**src/rtl/seq_ctrl_pkg.sv**
```systemverilog
// Shared types, sequence constants and helpers for the 0->6->1->4->3 run controller.
package seq_ctrl_pkg;

  typedef enum logic [1:0] {
    ST_IDLE = 2'd0,
    ST_RUN  = 2'd1,
    ST_STEP = 2'd2,
    ST_DONE = 2'd3
  } state_e;

  localparam logic [2:0] S0      = 3'd0;
  localparam logic [2:0] S6      = 3'd6;
  localparam logic [2:0] S1      = 3'd1;
  localparam logic [2:0] S4      = 3'd4;
  localparam logic [2:0] S3      = 3'd3;
  localparam logic [2:0] RECOVER = 3'd1;

  function automatic logic [2:0] next_seq(input logic [2:0] s);
    logic [2:0] n;
    case (s)
      S0:      n = S6;
      S6:      n = S1;
      S1:      n = S4;
      S4:      n = S3;
      S3:      n = S0;
      default: n = RECOVER;
    endcase
    return n;
  endfunction

  function automatic logic is_legal(input logic [2:0] s);
    return (s == S0) || (s == S6) || (s == S1) || (s == S4) || (s == S3);
  endfunction

endpackage

```
**src/rtl/seq_step_core.sv**
```systemverilog
// Sequence state register: advances on step, loads on load, flags the 3->0 wrap.
module seq_step_core
  import seq_ctrl_pkg::*;
(
  input  logic       clk,
  input  logic       rst,
  input  logic       step,
  input  logic       load,
  input  logic [2:0] load_val,
  output logic [2:0] state,
  output logic       wrap
);

  always_ff @(posedge clk) begin
    if (rst)       state <= S0;
    else if (load) state <= load_val;
    else if (step) state <= next_seq(state);
  end

  assign wrap = step && (state == S3);

endmodule

```
**src/rtl/seq_run_ctrl.sv**
```systemverilog
// Run controller: continuous / burst / single-step advance of the sequence at a programmable period.
//   state   | meaning
//   IDLE    | waiting; accepts stop > start > single_step > seed_load
//   RUN     | stepping every period+1 cycles until stop or burst end
//   STEP    | one manual step, then IDLE
//   DONE    | one-cycle done pulse, then IDLE
module seq_run_ctrl
  import seq_ctrl_pkg::*;
#(
  parameter int PRESCALE_W = 8,
  parameter int CYCLES_W   = 4
) (
  input  logic                  clk,
  input  logic                  rst,
  input  logic                  start,
  input  logic                  stop,
  input  logic                  single_step,
  input  logic                  mode,
  input  logic [PRESCALE_W-1:0] period,
  input  logic [CYCLES_W-1:0]   n_cycles,
  input  logic                  seed_load,
  input  logic [2:0]            seed,
  output logic [2:0]            count,
  output logic                  step_pulse,
  output logic                  busy,
  output logic                  done,
  output logic [CYCLES_W-1:0]   cycle_cnt,
  output logic                  err
);

  state_e                state_q, state_d;
  logic [PRESCALE_W-1:0] period_q, presc_q;
  logic [CYCLES_W-1:0]   n_q, cycle_q, cycle_next;
  logic                  mode_q, err_q;
  logic                  idle_start, seed_acc, wrap, burst_end;

  assign idle_start = (state_q == ST_IDLE) && !stop && start;
  assign seed_acc   = (state_q == ST_IDLE) && !stop && !start && !single_step && seed_load;
  assign cycle_next = (cycle_q == '1) ? cycle_q : cycle_q + 1'b1;
  assign burst_end  = mode_q && wrap && (cycle_next == n_q);

  seq_step_core u_core (
    .clk      (clk),
    .rst      (rst),
    .step     (step_pulse),
    .load     (seed_acc),
    .load_val (seed),
    .state    (count),
    .wrap     (wrap)
  );

  always_ff @(posedge clk) begin
    if (rst) state_q <= ST_IDLE;
    else     state_q <= state_d;
  end

  always_comb begin
    state_d = state_q;
    case (state_q)
      ST_IDLE: begin
        if (!stop) begin
          if (start)            state_d = (mode && (n_cycles == '0)) ? ST_DONE : ST_RUN;
          else if (single_step) state_d = ST_STEP;
        end
      end
      ST_RUN: begin
        if (stop)           state_d = ST_IDLE;
        else if (burst_end) state_d = ST_DONE;
      end
      ST_STEP: state_d = ST_IDLE;
      ST_DONE: state_d = ST_IDLE;
      default: state_d = ST_IDLE;
    endcase
  end

  // Outputs are held low while rst is asserted, whatever the state register holds.
  always_comb begin
    step_pulse = 1'b0;
    busy       = 1'b0;
    done       = 1'b0;
    if (!rst) begin
      case (state_q)
        ST_RUN: begin
          busy       = 1'b1;
          step_pulse = !stop && (presc_q == period_q);
        end
        ST_STEP: begin
          busy       = 1'b1;
          step_pulse = 1'b1;
        end
        ST_DONE: done = 1'b1;
        default: ;
      endcase
    end
  end

  always_ff @(posedge clk) begin
    if (rst) begin
      period_q <= '0;
      n_q      <= '0;
      mode_q   <= 1'b0;
      presc_q  <= '0;
      cycle_q  <= '0;
      err_q    <= 1'b0;
    end else begin
      if (idle_start) begin
        period_q <= period;
        n_q      <= n_cycles;
        mode_q   <= mode;
        presc_q  <= '0;
        cycle_q  <= '0;
      end
      if ((state_q == ST_RUN) && !stop)
        presc_q <= step_pulse ? '0 : presc_q + 1'b1;
      if (wrap)
        cycle_q <= cycle_next;
      if (step_pulse && !is_legal(count))
        err_q <= 1'b1;
      if (seed_acc)
        err_q <= !is_legal(seed);
    end
  end

  assign cycle_cnt = cycle_q;
  assign err       = err_q;

endmodule

```
**config.mk**
```make
export PLATFORM = sky130hd
export DESIGN_NAME = seq_run_ctrl
export DESIGN_NICKNAME = d
export VERILOG_FILES = /design/src/rtl/seq_ctrl_pkg.sv /design/src/rtl/seq_step_core.sv /design/src/rtl/seq_run_ctrl.sv
export SDC_FILE = /design/constraint.sdc
export NUM_CORES = 1
export LEC_CHECK = 0
export CAP_MARGIN = 20
export CELL_PAD_IN_SITES_DETAIL_PLACEMENT = 0
export CELL_PAD_IN_SITES_GLOBAL_PLACEMENT = 1
export CORE_MARGIN = 2
export CORE_UTILIZATION = 33
export DETAILED_ROUTE_END_ITERATION = 8
export PLACE_DENSITY_LB_ADDON = 0.1
export SYNTH_ARGS = -nofsm -noshare
export SYNTH_HDL_FRONTEND = slang
export SYNTH_SLANG_ARGS = --single-unit
```
**constraint.sdc**
```tcl
create_clock -name clk -period 2.2 [get_ports clk]
set_input_delay 0.44 -clock clk [delete_from_list [all_inputs] [get_ports clk]]
set_output_delay 0.44 -clock clk [all_outputs]
set_load 0.01 [all_outputs]
```
Word level (Yosys, flattened, before mapping):

Index checks and enable logic that the tools add are counted.

* add/sub/neg operators: 2
* eq/ne operators: 17
* muxes and demuxes: 24
* reduce and logical (&&, ||, !) cells: 36

Operator list (count)
* 2-to-1 mux 8 bit: 3
* == test 3 bit (second input constant): 4
* logical AND 1 bit: 12
* 2-to-1 mux 2 bit: 6
* 2-to-1 mux 4 bit: 3
* case mux 3 bit (4 select lines): 1
* adder 8 x 1 -> 8 bit (second input constant): 1
* == test 8 bit: 1
* logical OR 1 bit: 8
* nonzero test 2 bit: 4
* 2-to-1 mux 1 bit: 7
* == test 3 x 1 -> 1 bit (second input constant): 2
* == test 3 x 2 -> 1 bit (second input constant): 2
* zero test 3 bit: 2
* 2-to-1 mux 3 bit: 2
* inequality test 3 bit (second input constant): 2
* case mux 2 bit (3 select lines): 1
* zero test 1 bit: 5
* adder 4 x 1 -> 4 bit (second input constant): 1
* == test 2 bit (second input constant): 2
* == test 4 bit: 1
* == test 4 bit (second input constant): 1
* zero test 4 bit: 1
* OR reduction 2 bit: 2
* 5 further kinds: 5

* register bits: 31
* input bits: 22
* word-level logic and storage cells: 87

Depth between registers and ports, before layout:

* depth after elaboration: 10
* depth in mapped cells: 8
* gate-level depth less buffers: 8

Modules after synthesis:

From an unflattened synthesis, not the netlist that was laid out.

* cells, all modules: 236
* area, all modules: 1819.2 µm²

By module, submodules not included
* seq_run_ctrl: times used 1, cells each 215, area an instance 1652.8 µm²
* seq_step_core: times used 1, cells each 21, area an instance 166.4 µm²

Worst setup path before layout:

No wires, ideal clock.

* path type: flip-flop to flip-flop
* from: register cycle_q[0], in the netlist cycle_cnt[0]
* to: register state_q[1]
* data arrival time: 1.761 ns
* path slack: 0.316 ns
* cell stages (with the launch flop): 7
* path buffers: 0
* cell sequence: dfxtp_1 > ha_1 > nand3_1 > o31ai_1 > and4b_1 > a41oi_2 > mux2_1

* longest elaborated chain between the ends: 6

RTL lines
* start, declared: line seq_run_ctrl.sv:33 `logic [CYCLES_W-1:0] n_q, cycle_q, cycle_next;`
* start signal, assigned: line seq_run_ctrl.sv:116 `cycle_q <= cycle_next;`
* adder 4 x 1 -> 4 bit or == test 4 bit (tied branches): line seq_run_ctrl.sv:39 `assign cycle_next = (cycle_q == '1) ? cycle_q : cycle_q + 1'b1;`
* 2-to-1 mux 4 bit (*): line seq_run_ctrl.sv:39
* == test 4 bit (*): line seq_run_ctrl.sv:40 `assign burst_end = mode_q && wrap && (cycle_next == n_q);`
* logical AND 1 bit (*): line seq_run_ctrl.sv:40
* inequality test 3 bit (no line) (*)
* AND reduction 3 bit (no line) (*)
* end signal, assigned: line seq_run_ctrl.sv:54 `else state_q <= state_d;`
* end, declared: line seq_run_ctrl.sv:31 `state_e state_q, state_d;`

Every way passes the cells marked *; elsewhere a longest branch is shown, timed or not.
A chain may end at the register's enable or synchronous reset.

Final worst setup path:

* from: register presc_q[4]
* to: register state_q[1]

* longest elaborated chain between the ends: 9

RTL lines
* start, declared: line seq_run_ctrl.sv:32 `logic [PRESCALE_W-1:0] period_q, presc_q;`
* start signal, assigned: line seq_run_ctrl.sv:114 `presc_q <= step_pulse ? '0 : presc_q + 1'b1;`
* == test 8 bit: line seq_run_ctrl.sv:85 `step_pulse = !stop && (presc_q == period_q);`
* logical AND 1 bit: line seq_run_ctrl.sv:85
* case mux 1 bit (2 select lines): line seq_run_ctrl.sv:82 `case (state_q)`
* 2-to-1 mux 1 bit: line seq_run_ctrl.sv:81 `if (!rst) begin`
* logical AND 1 bit: line seq_step_core.sv:20 `assign wrap = step && (state == S3);`
* logical AND 1 bit (2 in series): line seq_run_ctrl.sv:40
* inequality test 3 bit (no line)
* AND reduction 3 bit (no line)

No other way between the ends.

==> reports/metrics.yaml <==
status:
  status: "complete, no violations"
synth:
  ys_async_sr_fraction_pct: 0
  synth_cell_type_count: 42
  synth_nets: 237
  synth_area_per_cell_um2: 8.10
  yosysSeqAreaShare_pct: 36.7
  ys_warn_count: 0
  ys_seq_elements: 31
  syn-cell-area_mm2: 0.00169
  netlist_instances: 209
  synth_edf_count: 0
  ys.flop_type: "dfxtp_1"
drt:
  wl_per_cell_um: 12.4
  drt_iter0_markers: 52
  wl_um: 4220
  met3_length_um: 146
  wl_met1_um: 2020
  met2_length_um: 2010
  ant_nets: 0
  drt_first_pass_iters: 4
  dr.max_layer_used: "met4"
  drc: 0
  vias_per_cell: 4.76
  num_vias: 1614
global_route:
  grt_pass1_wl_um: 7050
  grt_overflow: 0
  grt_usage_pct: 16.5
  antenna_found_initial: 0
  first_global_vias: 1538
  grt_max_degree: 29
floorplanning:
  die_h_um: 75.6
  die_x_um: 75.6
  dieArea_mm2: 0.00572
  core_mm2: 0.00504
  start_util_pct: 33.6
  num_io_pins: 33
  rows: 26
clock_tree:
  post_cts_buffers: 0
  clk_pin_slew_worst_paths_ns: 0.06
  cts_tree: "yes"
  root_buffer: "clkbuf_8"
  htreeDepth: 2
  cts_buffers: 5
  cts_sinks: 31
  worstSkewPairLatency_ns: 0.28
  hold_buffers: 0
  cts_buffer_depth: 2
power_and_ir_drop:
  p_sw_share_pct: 27.3
  power_density_mw_per_mm2: 609
  share_comb_of_total_power_pct: 23.3
  p_switching_mw: 0.394
  seq_power_share_pct: 42.9
  p_int_mw: 1.05
  p_leak_nw: 0.981
  clock_power_share_pct: 33.8
  vdd_drop_max_v: 0.000238
hold_path:
  hp-class: "reg2reg"
critical_path:
  slowest_delay_ns: 0.33
  cp_top_family: "simple AND/OR/NAND/NOR gates"
  crit_buf_inv: 2
  arrival_ns: 2.28
  path_max_fanout: 6
  worstSetupStartpointType: "flip-flop"
  worstPathRequired_ns: 2.37
  cp_common_cell: "buf_4"
  cp_slowest_cell: "mux2_4"
  cp_cell_sequence: "xor2_1 > nor4_1 > buf_4 > a41o_2 > buf_4 > and4_4 > a41oi_2 > mux2_4"
  critical_path_class: "reg2reg"
  endpoint_kind: "flip-flop"
finish:
  drive_gt1_share_pct: 16.7
  antenna_cells: 0
  fillers: 515
  area_growth_pct: 40.1
  layout.nets: 296
sta:
  tns_ns: 0
  fin_hold_ws_ns: 0.467
  hold_violations: 0
  finalCritPeriodShare_pct: 95.8
  slew_headroom_pct: 78.2
  layout_min_cycle_time_ns: 2.11
  worst_slew_pin_slew_ns: 0.327
  setup_violations: 0
  rsz0062_at_grt: "false"
  slew_viol_final: 0
  fmax_mhz: 475
  skew_ns: 0.00463
placement:
  place_congestion: 0.780
  io_buffers: 32
  hpwl_um: 3240
run:
  drv_cap: 0
## state kept, by name, indices dropped and copies added (netlist names)
name and flops:
err 1, u_core.state 3, mode_q 1, period_q 8, presc_q 8, state_q 2, n_q 4, cycle_cnt 4
## cells in the mapped netlist, drive strengths merged, types with 2 or more instances
cell    instances  share of area, %
clkbuf          6               1.3
o211ai          2              0.89
nor3            4               1.2
inv             8               1.8
a211oi          4               2.5
xnor2           4               2.1
nor2           12               2.7
nor2b           5               1.8
nand3           9               2.7
and2            2              0.74
nand2          34               7.7
buf             2              0.89
nand2b          4               1.5
a21oi          26               7.7
xor2           10               5.2
a22o            2               1.0
and3            4               1.5
a31oi           5               1.8
dfxtp          31                37
or3             5               1.8
a311oi          3               1.6
a41oi           2               1.5
mux2            2               1.3
ha              6               4.4
o21ai           5               1.5
## metrics by stage
stage	area [µm²]	utilization, %	setup WS (ns)	total power, mW	cells
finish	2370	47.0	0.0933	1.44	339
global route	2370	47.0	0.00110	1.54	339
CTS	2370	47.0	0.0777	1.46	339
detailed placement	2270	45.1	-0.177	0.970	331
global placement	2270	45.1	-0.184	0.971	331
floorplan	1690	-	0.316	0.810	209
## what timing repair did
| action | CTS | global route |
|---|---|---|
| pin swaps | 1 | 1 |
| endpoints found under the setup margin | 2 | 1 |
| gates resized for setup | 6 | 1 |
## cell usage in the layout (no fill, tap or decap), types with 2 or more instances in the layout
master / instances
nand2_1: 33
dfxtp_1: 30
clkdlybuf4s50_1: 30
buf_4: 28
a21oi_1: 26
nor2_1: 12
xor2_1: 10
nand3_1: 9
inv_1: 8
clkbuf_8: 7
ha_1: 6
nor2b_1: 5
a31oi_1: 5
or3_1: 5
o21ai_0: 5
nor3_1: 4
xnor2_1: 4
nand2b_1: 4
and3_1: 4
a311oi_1: 3
a211oi_1: 3
and2_1: 2
a22o_1: 2
o211ai_1: 2
## worst paths after layout
kind | start | to | slack [ns] | cells after the start
worst min-delay path | period_q[4] | period_q[4] | 0.47 | 2
worst max-delay path | presc_q[4] | state_q[1] | 0.09 | 8
worst max register to register | presc_q[4] | state_q[1] | 0.09 | 8
worst min register to register | period_q[4] | period_q[4] | 0.47 | 2
## logic make-up after synthesis
kind of cell | share of synthesized area [%]
buffers and inverters | 3.99
AND/OR/NAND/NOR | 25.1
multiplexers | 1.92
AO/OA/AOI/OAI | 20.7
XOR/XNOR | 7.24
adder cells (fa/ha/maj) | 4.43
flip-flops | 36.7
## power by group through the flow
stage	clock, mW	sequential [mW]	combinational [mW]
after global routing	0.540	0.623	0.375
after global placement	0	0.632	0.338
after floorplan	0	0.628	0.182
after CTS	0.507	0.620	0.338
after detailed placement	0	0.631	0.339
final	0.488	0.620	0.337
## worst reg2reg max path, stage by stage, from the launching register on
cell and delay (ns):
dfxtp_1 0.32, xor2_1 0.15, nor4_1 0.27, buf_4 0.17, a41o_2 0.21, buf_4 0.13, and4_4 0.26, a41oi_2 0.15
mux2_4 0.33
## cell type report
class	count	area [µm²]	area share, %
Clock buffer	8	100	4.22
Inverter	8	30.0	1.27
Multi-Input combinational cell	162	1010	42.5
Sequential cell	31	622	26.2
Tap cell	70	87.6	3.69
Timing Repair Buffer	60	524	22.1
## per-layer routing
metal | track usage (%) | up-vias
li1 | - | 855
met1 | 20.9 | 727
met2 | 27.8 | 28
met3 | 3.84 | 4
met4 | 5.26 | 0
met5 | 0 | -
(Power assumes the default switching activity.)
